## src/rtl/instr_issue_queue.sv

```systemverilog
// Instruction issue queue: filters illegal opcodes, buffers legal words, issues pre-split fields.
// Latency 1 cycle (no empty bypass); in_ready low when full even with a same-cycle pop; ena low freezes.
module iq_fifo #(
  parameter int DEPTH = 4,
  parameter int W     = 16,
  parameter int CW    = $clog2(DEPTH) + 1
) (
  input  logic          clk,
  input  logic          rst,
  input  logic          clr,
  input  logic          push,
  input  logic          pop,
  input  logic [W-1:0]  wr_dat,
  output logic [W-1:0]  rd_dat,
  output logic [CW-1:0] count,
  output logic          full,
  output logic          empty
);
  localparam int PW = $clog2(DEPTH);

  logic [W-1:0]  mem [DEPTH];
  logic [PW-1:0] wr_ptr;
  logic [PW-1:0] rd_ptr;

  // Pointers wrap modulo DEPTH; count alone distinguishes full from empty.
  always_ff @(posedge clk or posedge rst) begin
    if (rst) begin
      for (int i = 0; i < DEPTH; i++) mem[i] <= '0;
      wr_ptr <= '0;
      rd_ptr <= '0;
      count  <= '0;
    end else if (clr) begin
      wr_ptr <= '0;
      rd_ptr <= '0;
      count  <= '0;
    end else begin
      if (push) begin
        mem[wr_ptr] <= wr_dat;
        wr_ptr      <= wr_ptr + 1'b1;
      end
      if (pop) rd_ptr <= rd_ptr + 1'b1;
      if (push && !pop)      count <= count + 1'b1;
      else if (pop && !push) count <= count - 1'b1;
    end
  end

  assign rd_dat = mem[rd_ptr];
  assign full   = (count == CW'(DEPTH));
  assign empty  = (count == '0);
endmodule

// Top level: accept/pop qualification, opcode filter and saturating drop counter.
module instr_issue_queue #(
  parameter int DEPTH = 4,
  parameter int CW    = $clog2(DEPTH) + 1
) (
  input  logic          clk,
  input  logic          rst,
  input  logic          ena,
  input  logic          flush,
  input  logic [7:0]    in_hi,
  input  logic [7:0]    in_lo,
  input  logic          in_valid,
  output logic          in_ready,
  output logic [15:0]   out_instr,
  output logic [3:0]    out_opcode,
  output logic [3:0]    out_tgt,
  output logic [3:0]    out_src0,
  output logic [3:0]    out_src1,
  output logic [7:0]    out_imm,
  output logic          out_valid,
  input  logic          out_ready,
  output logic [CW-1:0] count,
  output logic [7:0]    illegal_cnt
);
  typedef struct packed {
    logic [3:0] opcode;
    logic [3:0] tgt;
    logic [3:0] src0;
    logic [3:0] src1;
  } instr_t;

  instr_t head;
  logic   full;
  logic   empty;
  logic   legal;
  logic   accept;
  logic   push;
  logic   pop;

  // Opcodes 0001..1000 are reserved and never reach the compute unit.
  assign legal  = (in_hi[7:4] == 4'h0) || (in_hi[7:4] >= 4'h9);
  assign in_ready  = ena && !rst && !full;
  assign out_valid = ena && !empty;
  assign accept = in_valid && in_ready;
  assign push   = accept && legal;
  assign pop    = out_valid && out_ready;

  iq_fifo #(.DEPTH(DEPTH), .W(16), .CW(CW)) u_fifo (
    .clk    (clk),
    .rst    (rst),
    .clr    (flush),
    .push   (push),
    .pop    (pop),
    .wr_dat ({in_hi, in_lo}),
    .rd_dat (head),
    .count  (count),
    .full   (full),
    .empty  (empty)
  );

  always_ff @(posedge clk or posedge rst) begin
    if (rst)
      illegal_cnt <= '0;
    else if (accept && !legal && illegal_cnt != 8'hFF)
      illegal_cnt <= illegal_cnt + 1'b1;
  end

  assign out_instr  = head;
  assign out_opcode = head.opcode;
  assign out_tgt    = head.tgt;
  assign out_src0   = head.src0;
  assign out_src1   = head.src1;
  assign out_imm    = {head.src0, head.src1};
endmodule

```

## config.mk

```make
export PLATFORM = sky130hd
export DESIGN_NAME = instr_issue_queue
export DESIGN_NICKNAME = d
export VERILOG_FILES = /design/src/rtl/instr_issue_queue.sv
export SDC_FILE = /design/constraint.sdc
export NUM_CORES = 1
export LEC_CHECK = 0
export BUFFER_PORTS_ARGS = -buffer_cell sky130_fd_sc_hd__buf_2
export CORE_ASPECT_RATIO = 0.75
export CORE_MARGIN = 8
export CORE_UTILIZATION = 55
export DETAILED_ROUTE_END_ITERATION = 8
export MAX_ROUTING_LAYER = met4
export PLACE_DENSITY = 0.79
export SYNTH_ARGS = -nofsm -noshare
export SYNTH_HDL_FRONTEND = slang
export SYNTH_SLANG_ARGS = --single-unit
export TNS_END_PERCENT = 10
```

## constraint.sdc

```tcl
create_clock -name clk -period 2.6 [get_ports clk]
set_input_delay 0 -clock clk [delete_from_list [all_inputs] [get_ports clk]]
set_output_delay 0 -clock clk [all_outputs]
set_load 0.01 [all_outputs]
```

# Yosys cells after proc, flatten, opt, wreduce, memory -nomap -nowiden
# Cells that the tools add are included.
totals:
  wordCells: 59
  out_inout_bits: 53
  reg_bits: 79
  in_bits: 22
classes:
  n_lt_le_gt_ge: 4
  n_eq_ne: 2
  reduce_logical: 24
  addsub: 5
  muxes: 13
  bitwise: 3
op_table:
  columns: ["cell", "count"]
  rows:
  - ["bitwise mux 64 bit", 1]
  - ["two-way mux 16 bit", 3]
  - ["binary-select mux 16 bit (select 2 bit)", 1]
  - ["demux 16 bit (select 2 bit)", 1]
  - ["logical AND 1 bit", 11]
  - ["two-way mux 3 bit", 3]
  - ["adder 8 x 1 -> 8 bit (second input constant)", 1]
  - ["two-way mux 2 bit", 4]
  - ["inequality test 8 bit (second input constant)", 1]
  - ["greater-or-equal comparator 3 bit (second input constant)", 2]
  - ["zero test 1 bit", 6]
  - ["NOT 2 -> 3 bit", 2]
  - ["adder 2 x 1 -> 2 bit (second input constant)", 2]
  - ["greater-or-equal comparator 4 bit (second input constant)", 1]
  - ["zero test 4 bit", 1]
  - ["nonzero test 2 bit", 2]
  - ["adder 3 x 1 -> 3 bit (second input constant)", 1]
  - ["equality test 3 bit (second input constant)", 1]
  - ["zero test 3 bit", 1]
  - ["< comparator 3 x 1 -> 1 bit (second input constant)", 1]
  - ["nonzero test 3 bit", 1]
  - ["subtractor 3 x 1 -> 3 bit (second input constant)", 1]
  - ["AND reduction 2 bit", 1]
  - ["logical OR 1 bit", 1]
  - ["NOT 1 bit", 1]

# Logic depth before layout (Yosys ltp)
logic_depth:
  ltp_word: 10
  mapped_depth: 8
  ltp_nobuf: 7

# By module
# From an unflattened synthesis, not the netlist that was laid out.
hier_totals:
  hier_cells: 267
  hier_area_um2: 4052.6
modules_own_cells:
  columns: ["mod", "cells_each", "area_per_inst_um2", "n_inst"]
  rows:
  - ["iq_fifo", 198, 3410.8, 1]
  - ["instr_issue_queue", 69, 641.9, 1]

# Least setup slack after synthesis
# Ideal clock, no wire load.
synth_path:
  path_type: "reg-to-reg"
  start: "register u_fifo.count[1]"
  end: "register u_fifo.count[1]"
  path_stages_with_launch: 8
  slack_ps: 241
  path_buffers: 1
  period_less_slack_ps: 2359
  t_arrival_ps: 2244
  setup_ps: 116
  cell_sequence: "dfrtp_1 > nor3b_1 > a211o_1 > buf_6 > nor2_1 > fa_1 > or4_1 > o311ai_0"
synth_between:
  elab_chain_len: 8
synth_rtl:
  columns: ["item", "line_no", "text"]
  rows:
  - ["start, declared", "15", "output logic [CW-1:0] count,"]
  - ["start signal, assigned", "42", "if (push && !pop) count <= count + 1'b1;"]
  - ["start signal, assigned", "43", "else if (pop && !push) count <= count - 1'b1;"]
  - ["parallel branches: the longest is 8 deep, another holds subtractor 3 x 1 -> 3 bit", null, null]
# Parallel ways; which one is timed is not known. The select of a mux whose other input is x is not followed.
# A chain may end at the register's enable or synchronous reset.

# Worst setup path after layout
layout_path:
  start: "input in_hi[4]"
  end: "register u_fifo.count[1]"
layout_between:
  elab_chain_len: 6
layout_rtl:
  columns: ["item", "line_no", "text"]
  rows:
  - ["start, declared", "61", "input logic [7:0] in_hi,"]
  - ["greater-or-equal comparator 4 bit / zero test 4 bit (equally long branches)", "92", "assign legal = (in_hi[7:4] == 4'h0) || (in_hi[7:4] >= 4'h9);"]
  - ["logical OR 1 bit (*)", "92", null]
  - ["logical AND 1 bit (*)", "96", "assign push = accept && legal;"]
  - ["logical AND 1 bit / zero test 1 bit (equally long branches)", "42, 43", null]
  - ["two-way mux 3 bit / logical AND 1 bit (equally long branches)", "42, 43", null]
  - ["two-way mux 3 bit / nonzero test 3 bit (equally long branches)", null, null]
# Mark *: on every way between the ends. The rest lies on a longest branch, timed or not.

==> metrics.txt <==
status=finished, final reports clean; 1st-iter DRT viols=77; drt drc=0; gr usage total=17.2%; Slew headroom=49.4%; Unique masters post-synth=40; Placed Instance Area=0.00443 mm2; critical path capture point=u_fifo.count[1]; register share of total power=44.3%; Synth top area share=48.1%; P&R area growth vs syn=17.3%; sequential fraction of the synthesis area=48.1%; FFs w/ async S/R, synth=100%; post-layout util=66.2%; P_leak=0.00235 uW; dominant synthesized flop cell=dfrtp_1; I/O pins=75; Commonest cells post-synth=79 x dfrtp_1, 40 x mux2_4, 25 x mux2_2; nets=381; CTS root buf=clkbuf_8; Mapped Nets=303; Synth area leaders=dfrtp_1 48%, mux2_4 15%, mux4_2 8.8%, mux2_2 6.8%, buf_4 4.4%; Hold Crit Class=input pin to register; crit-path max FO=6; WL/cell=17.9 um; global-route wire length before repair=13800 um; Final Slew Violations=0; top-count cell post-synth=dfrtp_1; # diodes=0; full die area=0.0105 mm2; Mapped Avg Cell Area=15.0 um2; Ys Warns=0; sw frac=28.8%; VDD IR max=0.329 mV; CTS HTree Levels=3; FMAX=397 MHz; Comb power frac=24.8%; antenna violations before repair=0; worst reg2reg startpoint=u_fifo.count[1]; Worst Path Required=2850 ps; number of flops mapped to enable cells by yosys=0; worst reg-to-reg setup slack=210 ps; clock skew=7.73 ps; Clock Power Share=30.9%; layout cell share with drive strength beyond 1=53.9%; synthesized area=0.00411 mm2; Final Hold Fails=0; Max-Cap Viols=0; Tmin final=2520 ps; Critical R2R Capture=u_fifo.count[1]; Post-DRT Antenna Nets=0; die height=90.9 um; largest net degree at the start of global routing=46; hold slack final=34.0 ps; critical path startpoint category=input pin; Rows=27; Worst setup EP type=register; fin area=0.00483 mm2; CP startpoint=in_hi[4]; core footprint=0.00730 mm2; initial core utilization=56.4%; CTS tree=yes; switching power=944 uW; # fillers=541; Num CTS Buffers=9; CTS clk-pin slew, worst paths=80 ps; FF+latch count, synth=79; power per cell area=679 mW/mm2; post-route clock period utilization=96.9%; routed vias=2475; clk_lat worst skew=350 ps; DP HPWL=5640 um; # setup viols final=0; cell taking the most area after synthesis=dfrtp_1; worst reg-to-reg path cell count=6; First-pass DRT Iterations=4; Int Power=2330 uW; PortBufs=74; Final Wtd Congestion=0.806; Setup CP Type=input pin to register; Final Routed Wirelength=8220 um; Syn Inst Count=275; vias in the first global route=2670; GRT Residual Overflow=0; Num Clock Sinks=79; Die X=116 um; vias per inst=5.39; clk buf depth=2; Critical Path AT=2770 ps; Worst-Margin Slew=757 ps
==> kinds of logic (layout without fill, tap and decap cells) <==
family                   after synthesis  count (layout)  share of synthesized area [%]
adder cells (fa/ha/maj)                6               6                           2.01
AO/OA/AOI/OAI                         13              13                           2.49
AND/OR/NAND/NOR                       42              42                           6.63
multiplexers                          82              82                           30.4
flip-flops                            79              79                           48.1
buffers and inverters                 43             126                           7.91
XOR/XNOR                              10              10                           2.46
==> what timing repair did <==
item / 4_1_cts / 5_1_grt
resized for setup: 0 / 2
endpoints found under the hold margin: 107 / 0
setup buffers: 0 / 0
hold buffers: 17 / 0
setup endpoints to repair: 0 / 1
==> power by group through the flow <==
stage          Combinational [uW]  Sequential, uW  Clock [uW]
2_1_floorplan                 637            1450           0
3_3_place_gp                  790            1470           0
3_5_place_dp                  808            1470           0
4_1_cts                       831            1450        1040
5_1_grt                       885            1470        1090
6_report                      814            1450        1010
==> through the flow <==
stage	total power (uW)	setup TNS [ps]	cells	setup WS, ps
finish	3280	0	459	79.6
global route	3450	-9.16	459	-9.16
CTS	3320	0	459	51.0
detailed placement	2280	0	426	224
global placement	2260	0	426	307
floorplan	2090	0	275	241
==> per-layer routing <==
| layer | share of wire (%) | GRT usage, % | vias up |
|---|---|---|---|
| met3 | 4.1 | 4.61 | 8 |
| li1 | - | - | 1125 |
| met1 | 46 | 21.8 | 1289 |
| met2 | 49 | 26.8 | 53 |
| met5 | 0 | - | - |
| met4 | 0.91 | 4.52 | 0 |
==> worst min path at each step <==
stage,start,end,slack (ps),depth (start not counted)
after floorplan,rst,in_ready,50,1
after global placement,rst,u_fifo.count[0],160,2
after detailed placement,rst,u_fifo.count[1],180,2
after CTS,flush,u_fifo.count[0],30,2
after global routing,flush,u_fifo.rd_ptr[0],40,2
final,flush,u_fifo.count[0],30,2
==> cells in the final DEF (no fill, tap or decap), types with 2 or more instances in the layout <==
| cell | instances |
|---|---|
| a21oi_1 | 3 |
| buf_12 | 2 |
| buf_2 | 74 |
| buf_4 | 11 |
| bufinv_16 | 2 |
| clkbuf_8 | 10 |
| clkinv_2 | 2 |
| dfrtp_1 | 79 |
| dlygate4sd3_1 | 17 |
| ha_1 | 5 |
| inv_1 | 5 |
| mux2_2 | 25 |
| mux2_4 | 40 |
| mux4_2 | 16 |
| nand2_1 | 8 |
| nand2b_1 | 2 |
| nand3_1 | 3 |
| nor2_1 | 7 |
| nor3_1 | 7 |
| nor3b_1 | 2 |
| nor3b_4 | 4 |
| o311ai_0 | 2 |
| o311ai_1 | 2 |
| or2_2 | 2 |
| xor2_1 | 8 |
==> worst max-delay path, stage by stage <==
cell and delay (ps):
dlygate4sd3_1 540, buf_2 160, or4_4 560, a211o_1 310
nor2_2 120, fa_1 450, or4_1 530, o311ai_1 100
==> registers in the layout (all words and copies together) (netlist names) <==
name and cells:
illegal_cnt 8, u_fifo.mem 64, u_fifo.wr_ptr 2, u_fifo.rd_ptr 2, u_fifo.count 3
==> final cells by class <==
cell class              instances  area [um2]  share of cell area, %
well taps                     101         126                   2.62
clock buffers                  11         141                   2.93
repair buffers                104         663                   13.7
inverters                       6        23.8                  0.492
flip-flops and latches         79        1980                   41.0
multi-input cells             153        1810                   37.6
clock inverters                 5        81.3                   1.68
No activity file was read; power rests on OpenSTA's default activity.
